--- src/rtl/ahb_crc_pkg.sv ---
// Shared constants, register map and engine states for the AHB CRC slave.
// Build option CRC_REFLECT_EN enables the byte/result bit-reversal helpers' use.
package ahb_crc_pkg;

  localparam logic [1:0] HTRANS_IDLE   = 2'b00;
  localparam logic [1:0] HTRANS_BUSY   = 2'b01;
  localparam logic [1:0] HTRANS_NONSEQ = 2'b10;
  localparam logic [1:0] HTRANS_SEQ    = 2'b11;

  localparam logic [2:0] HSIZE_BYTE = 3'd0;
  localparam logic [2:0] HSIZE_HALF = 3'd1;
  localparam logic [2:0] HSIZE_WORD = 3'd2;

  // word index, i.e. HADDR[4:2]
  localparam logic [2:0] REG_CTRL   = 3'd0;
  localparam logic [2:0] REG_POLY   = 3'd1;
  localparam logic [2:0] REG_INIT   = 3'd2;
  localparam logic [2:0] REG_DATA   = 3'd3;
  localparam logic [2:0] REG_RESULT = 3'd4;
  localparam logic [2:0] REG_STATUS = 3'd5;

  localparam int CTRL_START   = 0;
  localparam int CTRL_XOROUT  = 1;
  localparam int CTRL_REFLECT = 2;
  localparam int STAT_BUSY    = 0;
  localparam int STAT_ERR     = 1;

  typedef enum logic {
    IDLE,
    SHIFT
  } eng_state_e;

  function automatic logic [7:0] rev8(input logic [7:0] b);
    logic [7:0] r;
    for (int i = 0; i < 8; i++) r[i] = b[7-i];
    return r;
  endfunction

  function automatic logic [31:0] rev32(input logic [31:0] w);
    logic [31:0] r;
    for (int i = 0; i < 32; i++) r[i] = w[31-i];
    return r;
  endfunction

endpackage

--- src/rtl/crc_byte_step.sv ---
// One byte of a 32-bit MSB-first CRC: eight LFSR shifts with a
// programmable polynomial, fully combinational.
module crc_byte_step (
  input  logic [31:0] crc_in,
  input  logic [31:0] poly,
  input  logic [7:0]  byte_in,
  output logic [31:0] crc_out
);

  always_comb begin
    crc_out = crc_in;
    for (int i = 7; i >= 0; i--) begin
      if (crc_out[31] ^ byte_in[i])
        crc_out = {crc_out[30:0], 1'b0} ^ poly;
      else
        crc_out = {crc_out[30:0], 1'b0};
    end
  end

endmodule

--- src/rtl/ahb_crc_slave.sv ---
// AHB slave wrapping a byte-serial programmable CRC-32 engine.
// Define CRC_REFLECT_EN for CTRL.REFLECT (input byte and result reversal).
module ahb_crc_slave
  import ahb_crc_pkg::*;
#(
  parameter int          DATA_WIDTH = 32,
  parameter int          ADDR_WIDTH = 32,
  parameter logic [31:0] POLY_RST   = 32'h04C11DB7,
  parameter logic [31:0] INIT_RST   = 32'hFFFFFFFF
) (
  input  logic                  HCLK,
  input  logic                  RESET,
  input  logic                  HSEL,
  input  logic [ADDR_WIDTH-1:0] HADDR,
  input  logic [1:0]            HTRANS,
  input  logic                  HWRITE,
  input  logic [2:0]            HSIZE,
  input  logic [2:0]            HBURST,
  input  logic                  HMASTLOCK,
  input  logic [DATA_WIDTH-1:0] HWDATA,
  output logic [DATA_WIDTH-1:0] HRDATA,
  output logic                  HREADY,
  output logic                  HRESP
);

  logic        dp_q, dp_d;
  logic        dwr_q, dwr_d;
  logic [2:0]  dreg_q, dreg_d;
  logic [2:0]  dsize_q, dsize_d;
  logic        err1_q, err1_d;
  logic        err2_q, err2_d;
  logic        errf_q, errf_d;
  logic        xorout_q, xorout_d;
  logic [31:0] poly_q, poly_d;
  logic [31:0] init_q, init_d;
  logic [31:0] crc_q, crc_d;
  logic [31:0] buf_q, buf_d;
  logic [1:0]  cnt_q, cnt_d;
  eng_state_e  state_q, state_d;
`ifdef CRC_REFLECT_EN
  logic        reflect_q, reflect_d;
`endif

  logic        busy, stall_reg, stall;
  logic        done, wr_done, accept, bad;
  logic [2:0]  a_reg;
  logic [7:0]  step_byte;
  logic [31:0] step_crc, result, rdata;
  logic        unused_ok;

  assign unused_ok = ^{HBURST, HMASTLOCK, HTRANS[0],
                       HADDR[ADDR_WIDTH-1:5]};

  assign a_reg     = HADDR[4:2];
  assign busy      = (state_q == SHIFT);
  // writes that touch engine state and RESULT reads wait for it to drain
  assign stall_reg = dwr_q ? (dreg_q <= REG_DATA)
                           : (dreg_q == REG_RESULT);
  assign stall     = dp_q & busy & stall_reg;
  assign HREADY    = ~stall & ~err1_q;
  assign HRESP     = err1_q | err2_q;
  assign done      = dp_q & ~stall;
  assign wr_done   = done & dwr_q;
  assign accept    = HSEL & HTRANS[1] & HREADY;

  assign bad = (a_reg > REG_STATUS)
             | (HWRITE & (a_reg == REG_RESULT))
             | (HSIZE > HSIZE_WORD)
             | ((a_reg == REG_DATA) & (HADDR[1:0] != 2'b00));

`ifdef CRC_REFLECT_EN
  assign step_byte = reflect_q ? rev8(buf_q[31:24]) : buf_q[31:24];
`else
  assign step_byte = buf_q[31:24];
`endif

  crc_byte_step u_step (
    .crc_in  (crc_q),
    .poly    (poly_q),
    .byte_in (step_byte),
    .crc_out (step_crc)
  );

  always_comb begin
    dp_d     = dp_q;
    dwr_d    = dwr_q;
    dreg_d   = dreg_q;
    dsize_d  = dsize_q;
    err1_d   = accept & bad;
    err2_d   = err1_q;
    errf_d   = errf_q;
    xorout_d = xorout_q;
    poly_d   = poly_q;
    init_d   = init_q;
    crc_d    = crc_q;
    buf_d    = buf_q;
    cnt_d    = cnt_q;
    state_d  = state_q;
`ifdef CRC_REFLECT_EN
    reflect_d = reflect_q;
`endif
    if (HREADY) begin
      dp_d    = accept & ~bad;
      dwr_d   = HWRITE;
      dreg_d  = a_reg;
      dsize_d = HSIZE;
    end
    if (wr_done) begin
      unique case (1'b1)
        dreg_q == REG_CTRL: begin
          xorout_d = HWDATA[CTRL_XOROUT];
`ifdef CRC_REFLECT_EN
          reflect_d = HWDATA[CTRL_REFLECT];
`endif
          if (HWDATA[CTRL_START]) crc_d = init_q;
        end
        dreg_q == REG_POLY: poly_d = HWDATA;
        dreg_q == REG_INIT: init_d = HWDATA;
        dreg_q == REG_DATA: begin
          state_d = SHIFT;
          unique case (1'b1)
            dsize_q == HSIZE_BYTE: begin
              buf_d = {HWDATA[7:0], 24'h0};
              cnt_d = 2'd0;
            end
            dsize_q == HSIZE_HALF: begin
              buf_d = {HWDATA[15:0], 16'h0};
              cnt_d = 2'd1;
            end
            default: begin
              buf_d = HWDATA;
              cnt_d = 2'd3;
            end
          endcase
        end
        dreg_q == REG_STATUS: begin
          if (HWDATA[STAT_ERR]) errf_d = 1'b0;
        end
        default: ;
      endcase
    end
    if (accept & bad) errf_d = 1'b1;
    if (busy) begin
      crc_d = step_crc;
      buf_d = {buf_q[23:0], 8'h00};
      if (cnt_q == 2'd0) state_d = IDLE;
      else cnt_d = cnt_q - 2'd1;
    end
  end

  always_comb begin
    result = crc_q;
`ifdef CRC_REFLECT_EN
    if (reflect_q) result = rev32(crc_q);
`endif
    if (xorout_q) result = ~result;
    rdata = '0;
    unique case (1'b1)
      dreg_q == REG_CTRL: begin
        rdata[CTRL_XOROUT] = xorout_q;
`ifdef CRC_REFLECT_EN
        rdata[CTRL_REFLECT] = reflect_q;
`endif
      end
      dreg_q == REG_POLY:   rdata = poly_q;
      dreg_q == REG_INIT:   rdata = init_q;
      dreg_q == REG_RESULT: rdata = result;
      dreg_q == REG_STATUS: begin
        rdata[STAT_BUSY] = busy;
        rdata[STAT_ERR]  = errf_q;
      end
      default: ;
    endcase
  end

  assign HRDATA = (dp_q & ~dwr_q) ? rdata : '0;

  always_ff @(posedge HCLK or posedge RESET) begin
    if (RESET) begin
      dp_q     <= 1'b0;
      dwr_q    <= 1'b0;
      dreg_q   <= 3'd0;
      dsize_q  <= 3'd0;
      err1_q   <= 1'b0;
      err2_q   <= 1'b0;
      errf_q   <= 1'b0;
      xorout_q <= 1'b0;
      poly_q   <= POLY_RST;
      init_q   <= INIT_RST;
      crc_q    <= INIT_RST;
      buf_q    <= 32'h0;
      cnt_q    <= 2'd0;
      state_q  <= IDLE;
`ifdef CRC_REFLECT_EN
      reflect_q <= 1'b0;
`endif
    end else begin
      dp_q     <= dp_d;
      dwr_q    <= dwr_d;
      dreg_q   <= dreg_d;
      dsize_q  <= dsize_d;
      err1_q   <= err1_d;
      err2_q   <= err2_d;
      errf_q   <= errf_d;
      xorout_q <= xorout_d;
      poly_q   <= poly_d;
      init_q   <= init_d;
      crc_q    <= crc_d;
      buf_q    <= buf_d;
      cnt_q    <= cnt_d;
      state_q  <= state_d;
`ifdef CRC_REFLECT_EN
      reflect_q <= reflect_d;
`endif
    end
  end

endmodule

--- config.mk ---
export PLATFORM = sky130hd
export DESIGN_NAME = ahb_crc_slave
export DESIGN_NICKNAME = d
export VERILOG_FILES = /design/src/rtl/ahb_crc_pkg.sv /design/src/rtl/crc_byte_step.sv /design/src/rtl/ahb_crc_slave.sv
export SDC_FILE = /design/constraint.sdc
export NUM_CORES = 1
export LEC_CHECK = 0
export CAP_MARGIN = 20
export CORE_MARGIN = 2
export CORE_UTILIZATION = 55
export CTS_BUF_LIST = sky130_fd_sc_hd__clkbuf_2 sky130_fd_sc_hd__clkbuf_4 sky130_fd_sc_hd__clkbuf_8
export CTS_CLUSTER_SIZE = 8
export DETAILED_ROUTE_END_ITERATION = 6
export PLACE_DENSITY = 0.86
export SLEW_MARGIN = 10
export SYNTH_ARGS = -nofsm -noshare
export SYNTH_HDL_FRONTEND = slang
export SYNTH_SLANG_ARGS = --single-unit
--- constraint.sdc ---
create_clock -name HCLK -period 10 [get_ports HCLK]
set_input_delay 2 -clock HCLK [delete_from_list [all_inputs] [get_ports HCLK]]
set_output_delay 2 -clock HCLK [all_outputs]
set_load 0.01 [all_outputs]
==> results of run 1 <==
==> registers in the layout (all words and copies together) (netlist names) <==
signal    count
buf_q        32
busy          1
cnt_q         2
crc_q        32
dp_q          1
dreg_q        3
dsize_q       3
dwr_q         1
err1_q        1
err2_q        1
errf_q        1
init_q       32
poly_q       32
xorout_q      1
==> cell type report <==
class,instances,area [sq um]
multi-input cells,1092,8130
well taps,280,350
repair buffers,107,1020
fillers,1781,8350
clock inverters,13,106
inverters,19,76.3
flip-flops and latches,143,3680
clock buffers,19,249
==> synthesized netlist by cell type (28+ instances only) <==
| library cell | instances | area, sq um |
|---|---|---|
| nand3_1 | 57 | 285 |
| mux2_2 | 69 | 777 |
| o211ai_1 | 36 | 270 |
| nor2_1 | 36 | 135 |
| dfrtp_1 | 65 | 1630 |
| a2111oi_0 | 28 | 245 |
| clkbuf_1 | 134 | 503 |
| mux2i_1 | 45 | 450 |
| nand2_1 | 110 | 413 |
| a21oi_1 | 92 | 460 |
| o2111a_1 | 55 | 619 |
| xnor2_1 | 99 | 867 |
| nand4_1 | 33 | 206 |
| dfstp_2 | 78 | 2050 |
| xor2_1 | 57 | 499 |
| and3_1 | 31 | 194 |
| a22oi_1 | 32 | 240 |
| o21ai_0 | 94 | 470 |
| a211oi_1 | 38 | 285 |
==> path summary, 6_finish.rpt <==
path | cells after the start | to | slack (ns) | start
min reg2reg | 0 | err2_q | 0.41 | err1_q
min | 0 | err2_q | 0.41 | err1_q
max reg2reg | 13 | crc_q[31] | 4.38 | poly_q[31]
max | 13 | crc_q[31] | 4.38 | poly_q[31]
max in group asynchronous | 3 | xorout_q | 6.55 | RESET
min in group asynchronous | 2 | buf_q[4] | 1.98 | RESET
==> metal layers <==
metal,global-route usage,part of all wire,up-vias
met5,0,0,-
met4,0.199,0.064,0
met3,0.0727,0.12,191
met2,0.495,0.44,935
met1,0.435,0.37,5823
li1,-,-,5323
==> critical path: stages (launching register included) <==
cell      delay (ns)
dfrtp_1         0.99
inv_1           0.54
nor3_2          0.30
buf_4           0.35
o21a_1          0.20
o31ai_1         0.11
a211oi_4        0.60
mux2_2          0.45
o21ai_4         0.14
buf_4           0.54
a311oi_1        0.23
nor4bb_1        0.63
o2111a_1        0.34
a211oi_1        0.07
==> kinds of logic (layout without fill, tap and decap cells) <==
logic type,count (synthesis),after routing
buffers and inverters,177,158
flip-flops,143,143
XOR/XNOR,166,166
AND/OR/NAND/NOR,334,334
multiplexers,114,114
AO/OA/AOI/OAI,478,478
==> per-stage QoR <==
| step | instance area (sq um) | cells | setup slack, ns | util |
|---|---|---|---|---|
| 5_1_grt | 13600 | 1673 | 4.12 | 0.620 |
| 4_1_cts | 13600 | 1672 | 4.66 | 0.618 |
| 6_report | 13600 | 1673 | 4.38 | 0.620 |
| 3_3_place_gp | 13200 | 1640 | 4.86 | 0.602 |
| 3_5_place_dp | 13200 | 1640 | 4.70 | 0.602 |
| 2_1_floorplan | 12400 | 1412 | 4.29 | - |
==> placed cells by master, fill, tap and decap left out, types with 31 or more instances in the layout <==
cell type        instances
mux2_2                  69
o21ai_0                 93
nand3_1                 56
o211ai_1                36
mux2i_1                 45
clkdlybuf4s50_1         78
xnor2_1                 97
a21oi_1                 91
dfrtp_1                 63
dfstp_2                 78
a22oi_1                 32
a211oi_1                37
nand4_1                 33
nor2_1                  36
o2111a_1                55
and3_1                  31
nand2_1                109
xor2_1                  57
==> results.sh, run 1 <==
export IMPL_synth_mux_area_frac=0.0990
export IMPL_slew_headroom=0.213
export IMPL_hpwl_microns=24700
export IMPL_arrival_ns=5.98
export IMPL_wl_per_cell_microns=23.6
export IMPL_synth_top_family_by_area="compound AO/OA/AOI/OAI gates"
export IMPL_die_area_sq_um=23800
export IMPL_synth_cells=1412
export IMPL_io_buffer_count=78
export IMPL_synth_compound_area_frac=0.281
export IMPL_syn_num_nets=1489
export IMPL_dr_pass1_iters=7
export IMPL_period_needed_ns=5.62
export IMPL_synthXorXnorAreaFrac=0.126
export IMPL_hp_class="reg2reg"
export IMPL_crit_required_ns=10.36
export IMPL_start_util=0.565
export IMPL_dr_first_iter_drc_count=1753
export IMPL_drt_total_wl_microns=39500
export IMPL_coreArea_sq_um=22000
export IMPL_gp_congestion=0.875
export IMPL_numCtsBuffers=17
export IMPL_yosysSeqAreaShare=0.296
export IMPL_max_slew_worst_pin_slew_ns=1.18
export IMPL_fp_dieH_microns=154
export IMPL_synthAdderAreaFrac=0
export IMPL_die_w_microns=154
export IMPL_antenna_found_initial=0
export IMPL_ys_flop_type="dfstp_2"
export IMPL_fmax_mhz=178
export IMPL_grt_pass1_wl_microns=62900
export IMPL_postCtsHoldBufs=0
export IMPL_num_rows=54
export IMPL_grt_pass1_vias=11500
export IMPL_ys_ff_latch=143
export IMPL_diodes=0
export IMPL_fin_setup_tns_ns=0
export IMPL_cts_setup_buffers=0
export IMPL_holdWs_ns=0.415
export IMPL_cp_max_fo=61
export IMPL_hold_violations=0
export IMPL_netlist_area_sq_um=12400
export IMPL_fin_worst_skew_ns=0.0149
export IMPL_pin_count=111
export IMPL_ant_nets=0
export IMPL_grt_max_degree=80
export IMPL_cts_root_buffer="clkbuf_8"
export IMPL_start_kind="flip-flop"
export IMPL_clock_sinks=143
export IMPL_endpoint_kind="flip-flop"
export IMPL_synthSimpleGateAreaFrac=0.142
export IMPL_finalSetupViolations=0
export IMPL_cts_buffer_depth=2
export IMPL_violations="DRC"
export IMPL_clk_latency_ns=0.48
export IMPL_status="complete, but fails checks"
export IMPL_synthDistinctLibCells=68
export IMPL_cap_viol_max_count=0
export IMPL_cts_tree="done"
export IMPL_cts_max_level=4
export IMPL_nNetsFinal=1457
export IMPL_syn2layout_area_growth_pct=9.76
export IMPL_route_detailed_drc=20
export IMPL_synth_edf_count=0
export IMPL_rsz0062_at_grt="no"
export IMPL_cts_resized=0
export IMPL_avgViaCountPerCell=7.34
export IMPL_drv_slew=0
export IMPL_gr_total_overflow=0
export IMPL_ys_warn_count=0
export IMPL_grt_total_usage=0.329
export IMPL_synth_area_per_cell_sq_um=8.78
export IMPL_synth_async_reset_ratio=1.00
export IMPL_clkTransAtPathRegs_ns=0.10
export IMPL_drive_gt1_frac=0.174
export IMPL_fin_crit_sh=0.562
export IMPL_worstSetupPathType="reg2reg"
export IMPL_num_vias=12300
Power of run 1 is not shown: default switching activity piles up to over one toggle a cycle in this logic, so the estimate is an artifact.
==> inputs of run 2 (changes only) <==
--- a/config.mk
+++ b/config.mk
@@ -11,7 +11,7 @@
 export CTS_BUF_LIST = sky130_fd_sc_hd__clkbuf_2 sky130_fd_sc_hd__clkbuf_4 sky130_fd_sc_hd__clkbuf_8
 export CTS_CLUSTER_SIZE = 8
 export DETAILED_ROUTE_END_ITERATION = 6
-export PLACE_DENSITY = 0.86
+export PLACE_DENSITY = 0.89
 export SLEW_MARGIN = 10
 export SYNTH_ARGS = -nofsm -noshare
 export SYNTH_HDL_FRONTEND = slang
==> constraint.sdc (replaced) <==
create_clock -name HCLK -period 4.7 [get_ports HCLK]
set_input_delay 0.94 -clock HCLK [delete_from_list [all_inputs] [get_ports HCLK]]
set_output_delay 0.94 -clock HCLK [all_outputs]
set_load 0.01 [all_outputs]
==> run 2 against run 1 <==
- the run now ends clean
- global-route usage grew 0.75 points
- non-clock buffer count grew 18
- setup slack lost 4.2 ns
- clock skew grew 0.0091 ns
- cell count grew 1.1%
- sequential share of layout area shrank 0.68 points
- critical path depth grew 1
- cell area grew 2.6%
- sequential cell count is the same
- count of clock-buffer cells in the layout is the same
- first-iteration DRC count grew 7.5%
- critical path type unchanged
==> results.sh, run 2 (synthesis results as in run 1) <==
export IMPL_worstPathCellList="xor2_4 > a21oi_2 > o21a_1 > o311a_1 > a211oi_4 > buf_4 > mux2_2 > xor2_2 > buf_4 > buf_4 > o211ai_1 > nor4bb_1 > a2111oi_0 > a211oi_1"
export IMPL_gr_total_overflow=0
export IMPL_worstSetupPathType="reg2reg"
export IMPL_startpoint="crc_q[31]"
export IMPL_coreArea_sq_um=22000
export IMPL_r2r_start="crc_q[31]"
export IMPL_antenna_found_initial=0
export IMPL_endpoint_kind="flip-flop"
export IMPL_clkTransAtPathRegs_ns=0.10
export IMPL_die_w_microns=154
export IMPL_cts_buffer_depth=2
export IMPL_clock_sinks=143
export IMPL_rsz0062_at_grt="no"
export IMPL_start_util=0.565
export IMPL_hp_class="reg2reg"
export IMPL_status="finished clean"
export IMPL_final_cells=1691
export IMPL_globalRouteMet1Util=0.420
export IMPL_num_vias=12600
export IMPL_max_slew_worst_pin_slew_ns=0.917
export IMPL_num_rows=54
export IMPL_final_common_cell="nand2_1"
export IMPL_fin_worst_skew_ns=0.0240
export IMPL_fmax_mhz=219
export IMPL_arrival_ns=4.93
export IMPL_avgViaCountPerCell=7.44
export IMPL_slowest_delay_ns=0.68
export IMPL_cts_root_buffer="clkbuf_8"
export IMPL_wl_per_cell_microns=24.3
export IMPL_grt_max_degree=84
export IMPL_dp_cells=1654
export IMPL_drt_total_wl_microns=41100
export IMPL_cts_max_level=4
export IMPL_postCtsHoldBufs=0
export IMPL_drv_slew=0
export IMPL_ant_nets=0
export IMPL_numCtsBuffers=17
export IMPL_met2_usage=0.524
export IMPL_fin_area_sq_um=14000
export IMPL_cpMostUsedCell="buf_4"
export IMPL_cap_viol_max_count=0
export IMPL_drive_gt1_frac=0.189
export IMPL_syn2layout_area_growth_pct=12.6
export IMPL_hpwl_microns=26100
export IMPL_grt_pass1_wl_microns=64000
export IMPL_placed_area_sq_um=13400
export IMPL_die_area_sq_um=23800
export IMPL_hp_start="err1_q"
export IMPL_final_cell_mix="109 x nand2_1, 96 x xnor2_1, 93 x o21ai_0"
export IMPL_pin_count=111
export IMPL_diodes=0
export IMPL_route_detailed_drc=0
export IMPL_period_needed_ns=4.56
export IMPL_io_buffer_count=78
export IMPL_dr_first_iter_drc_count=1884
export IMPL_met3_usage=0.0809
export IMPL_fp_dieH_microns=154
export IMPL_nNetsFinal=1475
export IMPL_fin_crit_sh=0.971
export IMPL_crit_required_ns=5.07
export IMPL_grt_pass1_vias=12000
export IMPL_finalSetupViolations=0
export IMPL_holdWs_ns=0.429
export IMPL_hold_violations=0
export IMPL_dr_pass1_iters=7
export IMPL_grt_total_usage=0.337
export IMPL_start_kind="flip-flop"
export IMPL_slew_headroom=0.387
export IMPL_cts_tree="done"
export IMPL_gp_congestion=0.900
export IMPL_clk_latency_ns=0.49
export IMPL_grt_busiest_layer="met2"
export IMPL_cp_max_fo=19
export IMPL_crit_slowest_cell="dfstp_2"
[run 2: cell types whose count changed in the layout (fill, tap and decap cells not counted), sizes merged]
cell | previous run | this run
buf | 29 | 47
bufinv | 0 | 2
clkinvlp | 2 | 1
inv | 24 | 23
[run 2: layout make-up]
cell class	instances	area (sq um)
repair buffers	125	1250
flip-flops and latches	143	3680
clock buffers	19	255
inverters	19	76.3
multi-input cells	1092	8190
fillers	1653	8000
well taps	280	350
clock inverters	13	154
[run 2: metrics by stage]
| stage | setup WS, ns | TNS, ns | utilization |
|---|---|---|---|
| finish | 0.137 | 0 | 0.636 |
| global route | 0.00803 | 0 | 0.636 |
| CTS | 0.0901 | 0 | 0.631 |
| detailed placement | -0.160 | -0.911 | 0.611 |
| global placement | 0.0844 | 0 | 0.611 |
| floorplan | 0.0512 | 0 | - |
[run 2: worst max-delay path: cells and delay by family (launching register included)]
| kind | cells | cell delay [ns] |
|---|---|---|
| muxes | 1 | 0.39 |
| xor gates and xnor gates | 2 | 0.48 |
| DFF | 1 | 0.68 |
| buffers and inverters | 3 | 0.85 |
| and+or+nand+nor | 1 | 0.19 |
| AOI/OAI and AO/OA | 7 | 1.84 |
[run 2: path summary, 6_finish.rpt]
kind	to	slack, ns	depth (start not counted)
max	crc_q[18]	0.14	14
min	err2_q	0.43	0
max reg2reg	crc_q[18]	0.14	14
min reg2reg	err2_q	0.43	0
max in group asynchronous	init_q[21]	2.91	3
min in group asynchronous	cnt_q[1]	0.95	2
[run 2: repair_timing]
action / 4_1_cts / 5_1_grt
buffers inserted: 0 / 3
resized for setup: 3 / 10
pin swaps: 0 / 1
setup endpoints to repair: 26 / 14
[run 2: routing by layer]
layer	wire length, microns	share of wire
met2	18300	0.44
met5	0	0
met1	15000	0.37
met3	5000	0.12
met4	2810	0.068
Power of run 2 is left out for the same reason.
